--- src/rtl/bcd_addmach_ctrl.sv ---
// Sequencing controller for a four-digit BCD adding machine.
// Keypad digits shift into an entry register. An add command then folds the
// entry into the accumulator one digit per cycle, using a single one-digit
// BCD adder over four consecutive cycles.

// One-digit BCD adder: a + b + ci, with decimal correction.
// The operands are always valid BCD digits (0-9).
module bcdadd1 (
  input  logic [3:0] a,
  input  logic [3:0] b,
  input  logic       ci,
  output logic [3:0] s,
  output logic       co
);
  logic [4:0] raw;

  // Add in binary, then apply the +6 decimal correction when the sum exceeds 9.
  always_comb begin
    raw = {1'b0, a} + {1'b0, b} + {4'b0000, ci};
    if (raw > 5'd9) begin
      co = 1'b1;
      s  = raw[3:0] + 4'd6;
    end else begin
      co = 1'b0;
      s  = raw[3:0];
    end
  end
endmodule

module bcd_addmach_ctrl (
  input  logic        hz100,
  input  logic        reset,
  input  logic [3:0]  digit_in,
  input  logic        digit_strobe,
  input  logic        add_strobe,
  input  logic        clr_strobe,
  output logic [15:0] display,
  output logic        show_acc,
  output logic        busy,
  output logic        overflow
);
  typedef enum logic {ST_ENTRY, ST_ADD} state_t;

  state_t      state_reg;
  logic [15:0] entry_reg;
  logic [15:0] acc_reg;
  logic [1:0]  idx_reg;
  logic        carry_reg;
  logic        show_acc_reg;
  logic        overflow_reg;

  // Per-digit views of the operands and the accumulator with the current
  // digit replaced by the adder result.
  logic [3:0]  acc_dig   [4];
  logic [3:0]  entry_dig [4];
  logic [15:0] acc_next;
  logic [3:0]  sum_dig;
  logic        sum_co;

  genvar gi;
  generate
    for (gi = 0; gi < 4; gi++) begin : g_digit
      assign acc_dig[gi]          = acc_reg[4*gi +: 4];
      assign entry_dig[gi]        = entry_reg[4*gi +: 4];
      assign acc_next[4*gi +: 4]  = (idx_reg == 2'(gi)) ? sum_dig : acc_reg[4*gi +: 4];
    end
  endgenerate

  // The only adder in the block: it processes the digit selected by idx_reg.
  bcdadd1 u_add (
    .a  (acc_dig[idx_reg]),
    .b  (entry_dig[idx_reg]),
    .ci (carry_reg),
    .s  (sum_dig),
    .co (sum_co)
  );

  // Controller state machine: keypad entry, clear, and the digit-serial add.
  always_ff @(posedge hz100 or negedge reset) begin
    if (!reset) begin
      state_reg    <= ST_ENTRY;
      entry_reg    <= 16'h0000;
      acc_reg      <= 16'h0000;
      idx_reg      <= 2'd0;
      carry_reg    <= 1'b0;
      show_acc_reg <= 1'b0;
      overflow_reg <= 1'b0;
    end else if (clr_strobe) begin
      // Clear wins in either state; an add in progress is abandoned.
      state_reg    <= ST_ENTRY;
      entry_reg    <= 16'h0000;
      acc_reg      <= 16'h0000;
      idx_reg      <= 2'd0;
      carry_reg    <= 1'b0;
      show_acc_reg <= 1'b0;
      overflow_reg <= 1'b0;
    end else begin
      case (state_reg)
        ST_ENTRY: begin
          if (add_strobe) begin
            state_reg <= ST_ADD;
            idx_reg   <= 2'd0;
            carry_reg <= 1'b0;
          end else if (digit_strobe && (digit_in <= 4'd9)) begin
            entry_reg    <= {entry_reg[11:0], digit_in};
            show_acc_reg <= 1'b0;
          end
        end
        ST_ADD: begin
          // Strobes other than clear are ignored here and not queued.
          acc_reg   <= acc_next;
          carry_reg <= sum_co;
          if (idx_reg == 2'd3) begin
            state_reg    <= ST_ENTRY;
            overflow_reg <= overflow_reg | sum_co;
            entry_reg    <= 16'h0000;
            show_acc_reg <= 1'b1;
            idx_reg      <= 2'd0;
            carry_reg    <= 1'b0;
          end else begin
            idx_reg <= idx_reg + 2'd1;
          end
        end
        default: state_reg <= ST_ENTRY;
      endcase
    end
  end

  // Outputs are registers or a plain mux of registers.
  assign display  = show_acc_reg ? acc_reg : entry_reg;
  assign show_acc = show_acc_reg;
  assign busy     = (state_reg == ST_ADD);
  assign overflow = overflow_reg;
endmodule

--- config.mk ---
export PLATFORM = sky130hd
export DESIGN_NAME = bcd_addmach_ctrl
export DESIGN_NICKNAME = d
export VERILOG_FILES = /design/src/rtl/bcd_addmach_ctrl.sv
export SDC_FILE = /design/constraint.sdc
export NUM_CORES = 1
export LEC_CHECK = 0
export BUFFER_PORTS_ARGS = -buffer_cell sky130_fd_sc_hd__buf_4
export CAP_MARGIN = 20
export CORE_MARGIN = 4
export CORE_UTILIZATION = 59
export DETAILED_ROUTE_END_ITERATION = 8
export PLACE_DENSITY = 0.81
export RECOVER_POWER = 50
export SYNTH_ARGS = -nofsm -noshare
export SYNTH_HDL_FRONTEND = slang
export SYNTH_SLANG_ARGS = --single-unit
--- constraint.sdc ---
create_clock -name hz100 -period 8.2 [get_ports hz100]
set_input_delay 1.23 -clock hz100 [delete_from_list [all_inputs] [get_ports hz100]]
set_output_delay 1.23 -clock hz100 [all_outputs]
set_load 0.005 [all_outputs]
==> impl_metrics.tcl, run 1 <==
set metrics [dict create \
    first_pass_iters 4 \
    endpoint_kind "register" \
    cts_setup_buffers 0 \
    cp-start-kind "register" \
    die-height_um 70.5 \
    drive_above_1_share 0.268 \
    drt-vias-per-instance 6.30 \
    combPwrFrac 0.216 \
    powerDensity_nw_per_um2 167 \
    final_area_um2 2590 \
    switchingPower_w 0.000129 \
    rows 22 \
    synth_seq_cells 38 \
    initial_core_util 0.620 \
    cts_tree "done" \
    skew_ps 9.24 \
    status "complete, but fails checks" \
    synth_area_um2 2300 \
    drt-initial-drc-count 256 \
    p_int_w 0.000303 \
    setup_viol 0 \
    whs_path_depth 2 \
    yosysUniqueCellTypes 42 \
    synth_area_leaders "dfrtp_1, mux2_2, mux4_2, nand2_1, ha_1" \
    fillerInstances 303 \
    synth_area_per_cell_um2 10.2 \
    rr_startpoint "idx_reg[0]$_DFFE_PN0P_" \
    num_io_pins 28 \
    die_area_um2 4970 \
    io_buffer_count 27 \
    peakVddDrop_v 0.000141 \
    period_needed_ps 4300 \
    finalSetupTns_ps 0 \
    worstHoldStart "overflow$_DFFE_PN0P_" \
    grt_usage 0.238 \
    area_delta_synth_final_pct 12.4 \
    path_clk_slew_ps 80 \
    yosysSeqAreaShare 0.413 \
    n_antenna_cell 0 \
    reg2reg_depth 10 \
    critical_path_arrival_ps 4490 \
    synth-edff-count 0 \
    max_freq_mhz 233 \
    first_global_vias 1744 \
    nNetsFinal 264 \
    cts_num_sinks 38 \
    cts_inserted_buffers 5 \
    synth.most_common_cell "nand2_1" \
    antenna_found_initial 0 \
    synthCells 225 \
    cts_hold_buf 0 \
    r2r_slack_ps 3900 \
    period_share 0.524 \
    criticalPathCategory "register to register" \
    grt_pass1_wl_mm 9.03 \
    placed_area_um2 2510 \
    synth_top_area_cell "dfrtp_1" \
    hold_path_class "register to register" \
    gp_congestion 0.838 \
    core-area_um2 3720 \
    p_leak_nw 1.10 \
    cts_max_path_buffers 2 \
    hold_violations 0 \
    worst_pin_slew_ps 2020 \
    swShare 0.299 \
    drv_cap 2 \
    synthArstFlopShare 1.00 \
    min_to "overflow$_DFFE_PN0P_" \
    grt_max_degree 39 \
    crit_required_ps 8390 \
    ys_top_cells_by_count "nand2_1, dfrtp_1, o21ai_0, mux2_2, a21oi_1" \
    drt-total-wl_mm 5.59 \
    holdWs_ps 509 \
    die_w_um 70.5 \
    rsz0062_at_grt "no" \
    yosysWarningCount 0 \
    clkLatencyLatePin_ps 300 \
    cts-htree-levels 2 \
    slew_headroom -0.348 \
    reg2reg_to "acc_reg[6]$_DFFE_PN0P_" \
    cp_max_fo 11 \
    post_drt_wl_per_cell_um 19.0 \
    drv_slew 57 \
    cts-root-buf "clkbuf_8" \
    seqPwrFrac 0.476 \
    vias 1851 \
    synth_fp_nets 244 \
    cts_resized 0 \
    globalRouteOverflowTotal 0 \
    violations "max-capacitance violations, max-slew violations" \
    drc 0 \
    hpwl_mm 4.01 \
    p_clk_frac 0.308 \
    synth_top_area_frac 0.413 \
    synth_flop_cell "dfrtp_1" \
    final_antenna_net_count 0 \
]
-- kinds of logic (layout without fill, tap and decap cells) --
| kind of cell | after synthesis | after routing | share of synthesized area |
|---|---|---|---|
| xor+xnor | 1 | 1 | 0.00706 |
| mux | 25 | 25 | 0.163 |
| buf+inv | 20 | 41 | 0.0347 |
| compound gates | 54 | 54 | 0.159 |
| flops | 38 | 38 | 0.413 |
| fa+ha+maj | 10 | 10 | 0.0608 |
| simple gates | 77 | 77 | 0.163 |
-- metrics by stage --
step | power [W] | util | worst slack (ps) | cells
after floorplan | 0.000273 | - | 4150 | 225
after CTS | 0.000435 | 0.701 | 3920 | 294
after global placement | 0.000298 | 0.676 | 4130 | 286
after detailed placement | 0.000302 | 0.676 | 3940 | 286
after global routing | 0.000452 | 0.697 | 3660 | 294
final | 0.000432 | 0.697 | 3900 | 294
-- power by group through the flow --
stage | Clock (W) | Combinational, W | Sequential, W
global route | 0.000143 | 0.000102 | 0.000207
CTS | 0.000136 | 0.0000937 | 0.000205
floorplan | 0 | 0.0000711 | 0.000202
detailed placement | 0 | 0.0000931 | 0.000209
finish | 0.000133 | 0.0000933 | 0.000205
global placement | 0 | 0.0000897 | 0.000209
-- cell usage in the layout, fill, tap and decap left out, types with 6 or more instances in the layout --
cell type and n:
a21oi_1 14, buf_4 26, clkbuf_8 6, dfrtp_1 38, ha_1 8, mux2_2 16
mux4_2 8, nand2_1 42, nor2_1 7, nor3_1 7, o21ai_0 17
-- metal layers --
metal	GRT usage	routed length, um	vias up
li1	-	-	859
met2	0.377	2750	84
met3	0.0417	375	15
met1	0.319	2330	893
met4	0.106	137	0
met5	0	0	-
-- worst max-delay path, stage by stage, from the launching register on --
cell and delay, ps:
dfrtp_1 680, mux4_2 590, fa_1 460, fa_1 630, clkinv_1 270, ha_1 290, nor2b_1 150, a31o_4 240
o31ai_4 290, mux2_4 350, o31ai_1 230
-- worst max-delay path by stage --
stage | start | endpoint | slack [ps]
6_report | idx_reg[0]$_DFFE_PN0P_ | acc_reg[6]$_DFFE_PN0P_ | 3900
5_1_grt | idx_reg[0]$_DFFE_PN0P_ | acc_reg[6]$_DFFE_PN0P_ | 3660
4_1_cts | idx_reg[0]$_DFFE_PN0P_ | acc_reg[6]$_DFFE_PN0P_ | 3920
3_5_place_dp | idx_reg[0]$_DFFE_PN0P_ | acc_reg[6]$_DFFE_PN0P_ | 3940
3_3_place_gp | idx_reg[0]$_DFFE_PN0P_ | acc_reg[2]$_DFFE_PN0P_ | 4130
2_1_floorplan | idx_reg[0]$_DFFE_PN0P_ | acc_reg[2]$_DFFE_PN0P_ | 4150
-- layout make-up --
class | count | area, um^2 | area share
Inverter | 5 | 18.8 | 0.00724
Clock buffer | 7 | 86.3 | 0.0333
Timing Repair Buffer | 28 | 203 | 0.0782
Tap cell | 48 | 60.1 | 0.0232
Clock inverter | 1 | 5.00 | 0.00193
Multi-Input combinational cell | 167 | 1270 | 0.489
Sequential cell | 38 | 951 | 0.367
No activity file was read; power rests on OpenSTA's default activity.
==> run 2: changes to the inputs <==
Settings changed: CORE_UTILIZATION 59 to 58, PLACE_DENSITY 0.81 to 0.8.
Clock period 8.2 ns to 4.1 ns, I/O delays scaled along.
==> run 2 against run 1 <==
Net effect: the run still ends with max-capacitance violations, max-slew violations left; worst hold slack improved by 9.7 ps; sequential power rose by 100%; core utilization rose by 0.36 points; global-route usage is 0.82 points lower; clock skew grew 0.71 ps; sequential share of layout area shrank 0.45 points; first-iteration DRC count decreased by 35%; combinational power up 110%; clock power increased by 98%; highest routed layer unchanged.
==> impl_metrics.tcl, run 2 (synthesized netlist as in run 1, its figures left out) <==
set metrics [dict create \
    cts-root-buf "clkbuf_8" \
    nNetsFinal 267 \
    cts_tree "done" \
    io_buffer_count 27 \
    endpoint_kind "register" \
    num_io_pins 28 \
    first_global_vias 1722 \
    p_leak_nw 1.11 \
    skew_ps 9.95 \
    grt_max_degree 39 \
    worstHoldStart "entry_reg[15]$_DFFE_PN0P_" \
    rsz0062_at_grt "no" \
    p_int_w 0.000609 \
    period_needed_ps 3870 \
    final_antenna_net_count 0 \
    cts_max_path_buffers 2 \
    cts_setup_buffers 0 \
    cp-start-kind "register" \
    reg2reg_depth 10 \
    combPwrFrac 0.222 \
    status "complete, but fails checks" \
    switchingPower_w 0.000257 \
    wl_met2_mm 2.62 \
    finalSetupTns_ps 0 \
    cts_inserted_buffers 5 \
    first_pass_iters 4 \
    vias 1782 \
    slew_headroom -0.347 \
    post_drt_wl_per_cell_um 17.9 \
    drt-initial-drc-count 166 \
    cts_hold_buf 0 \
    mostFrequentLayoutCells "nand2_1, dfrtp_1, buf_4" \
    core-area_um2 3740 \
    rr_startpoint "idx_reg[0]$_DFFE_PN0P_" \
    swShare 0.297 \
    grt_usage 0.229 \
    gp_congestion 0.837 \
    dr_wl_met3_um 294 \
    cts_resized 0 \
    drt-vias-per-instance 6.00 \
    hold_path_class "register to register" \
    n_antenna_cell 0 \
    cts_num_sinks 38 \
    cts-htree-levels 2 \
    max_freq_mhz 258 \
    r2r_slack_ps 230 \
    reg2reg_to "acc_reg[6]$_DFFE_PN0P_" \
    clkLatencyLatePin_ps 290 \
    violations "max-capacitance violations, max-slew violations" \
    drv_slew 39 \
    min_to "entry_reg[15]$_DFFE_PN0P_" \
    antenna_found_initial 0 \
    setup_viol 0 \
    cp_max_fo 8 \
    area_delta_synth_final_pct 13.8 \
    die_area_um2 5050 \
    seqPwrFrac 0.473 \
    top_layer "met4" \
    worst_pin_slew_ps 2020 \
    initial_core_util 0.616 \
    hpwl_mm 3.79 \
    drv_cap 1 \
    period_share 0.944 \
    die-height_um 71.0 \
    drt-total-wl_mm 5.30 \
    drc 0 \
    layout_commonest_cell "nand2_1" \
    holdWs_ps 518 \
    drive_above_1_share 0.285 \
    wl_met1_mm 2.34 \
    crit_required_ps 4300 \
    globalRouteOverflowTotal 0 \
    path_clk_slew_ps 80 \
    powerDensity_nw_per_um2 330 \
    critical_path_arrival_ps 4070 \
    die_w_um 71.0 \
    criticalPathCategory "register to register" \
    hold_violations 0 \
    peakVddDrop_v 0.000278 \
    grt_pass1_wl_mm 8.99 \
    rows 22 \
    p_clk_frac 0.305 \
    whs_path_depth 2 \
]
## run 2: layout make-up
type	count	area (um^2)
inverters	5	18.8
clock inverters	1	5.00
fillers	312	1120
repair buffers	31	229
multi-input cells	167	1270
well taps	48	60.1
flip-flops and latches	38	951
clock buffers	7	86.3
## run 2: metal layers
metal	vias to the layer above	track usage
li1	868	-
met1	849	0.320
met2	58	0.354
met3	7	0.0582
met4	0	0.0710
met5	-	0
## run 2: metrics by stage
stage / instance area [um^2] / total power, W / utilization / setup WS [ps] / std cells
global placement: 2540 / 0.000603 / 0.677 / 319 / 289
detailed placement: 2540 / 0.000607 / 0.677 / 242 / 289
floorplan: 2300 / 0.000547 / - / 51.6 / 225
CTS: 2630 / 0.000870 / 0.702 / 216 / 297
global route: 2620 / 0.000909 / 0.701 / 18.7 / 297
finish: 2620 / 0.000866 / 0.701 / 228 / 297
## run 2: worst max-delay path by stage
stage                                 startpoint                 endpoint  slack (ps)  depth (start not counted)
final                     idx_reg[0]$_DFFE_PN0P_   acc_reg[6]$_DFFE_PN0P_         230                         10
after global routing      idx_reg[0]$_DFFE_PN0P_   acc_reg[2]$_DFFE_PN0P_          20                         10
after CTS                 idx_reg[0]$_DFFE_PN0P_  acc_reg[10]$_DFFE_PN0P_         220                         10
after detailed placement  idx_reg[0]$_DFFE_PN0P_   acc_reg[6]$_DFFE_PN0P_         240                         10
after global placement    idx_reg[0]$_DFFE_PN0P_   acc_reg[2]$_DFFE_PN0P_         320                         10
after floorplan           idx_reg[0]$_DFFE_PN0P_   acc_reg[2]$_DFFE_PN0P_          50                         11
## run 2: power by group through the flow
stage | logic [W] | clock network [W] | registers (W)
6_report | 0.000192 | 0.000264 | 0.000410
5_1_grt | 0.000209 | 0.000289 | 0.000412
4_1_cts | 0.000192 | 0.000268 | 0.000409
3_5_place_dp | 0.000190 | 0 | 0.000417
3_3_place_gp | 0.000187 | 0 | 0.000416
2_1_floorplan | 0.000142 | 0 | 0.000405
## run 2: critical path, stage by stage, from the launching register on
cell	delay (ps)
dfrtp_1	540
mux4_2	570
fa_1	440
fa_1	630
clkinv_1	130
ha_1	210
nor2b_1	140
a31o_4	240
o31ai_4	300
mux2_4	350
o31ai_1	220
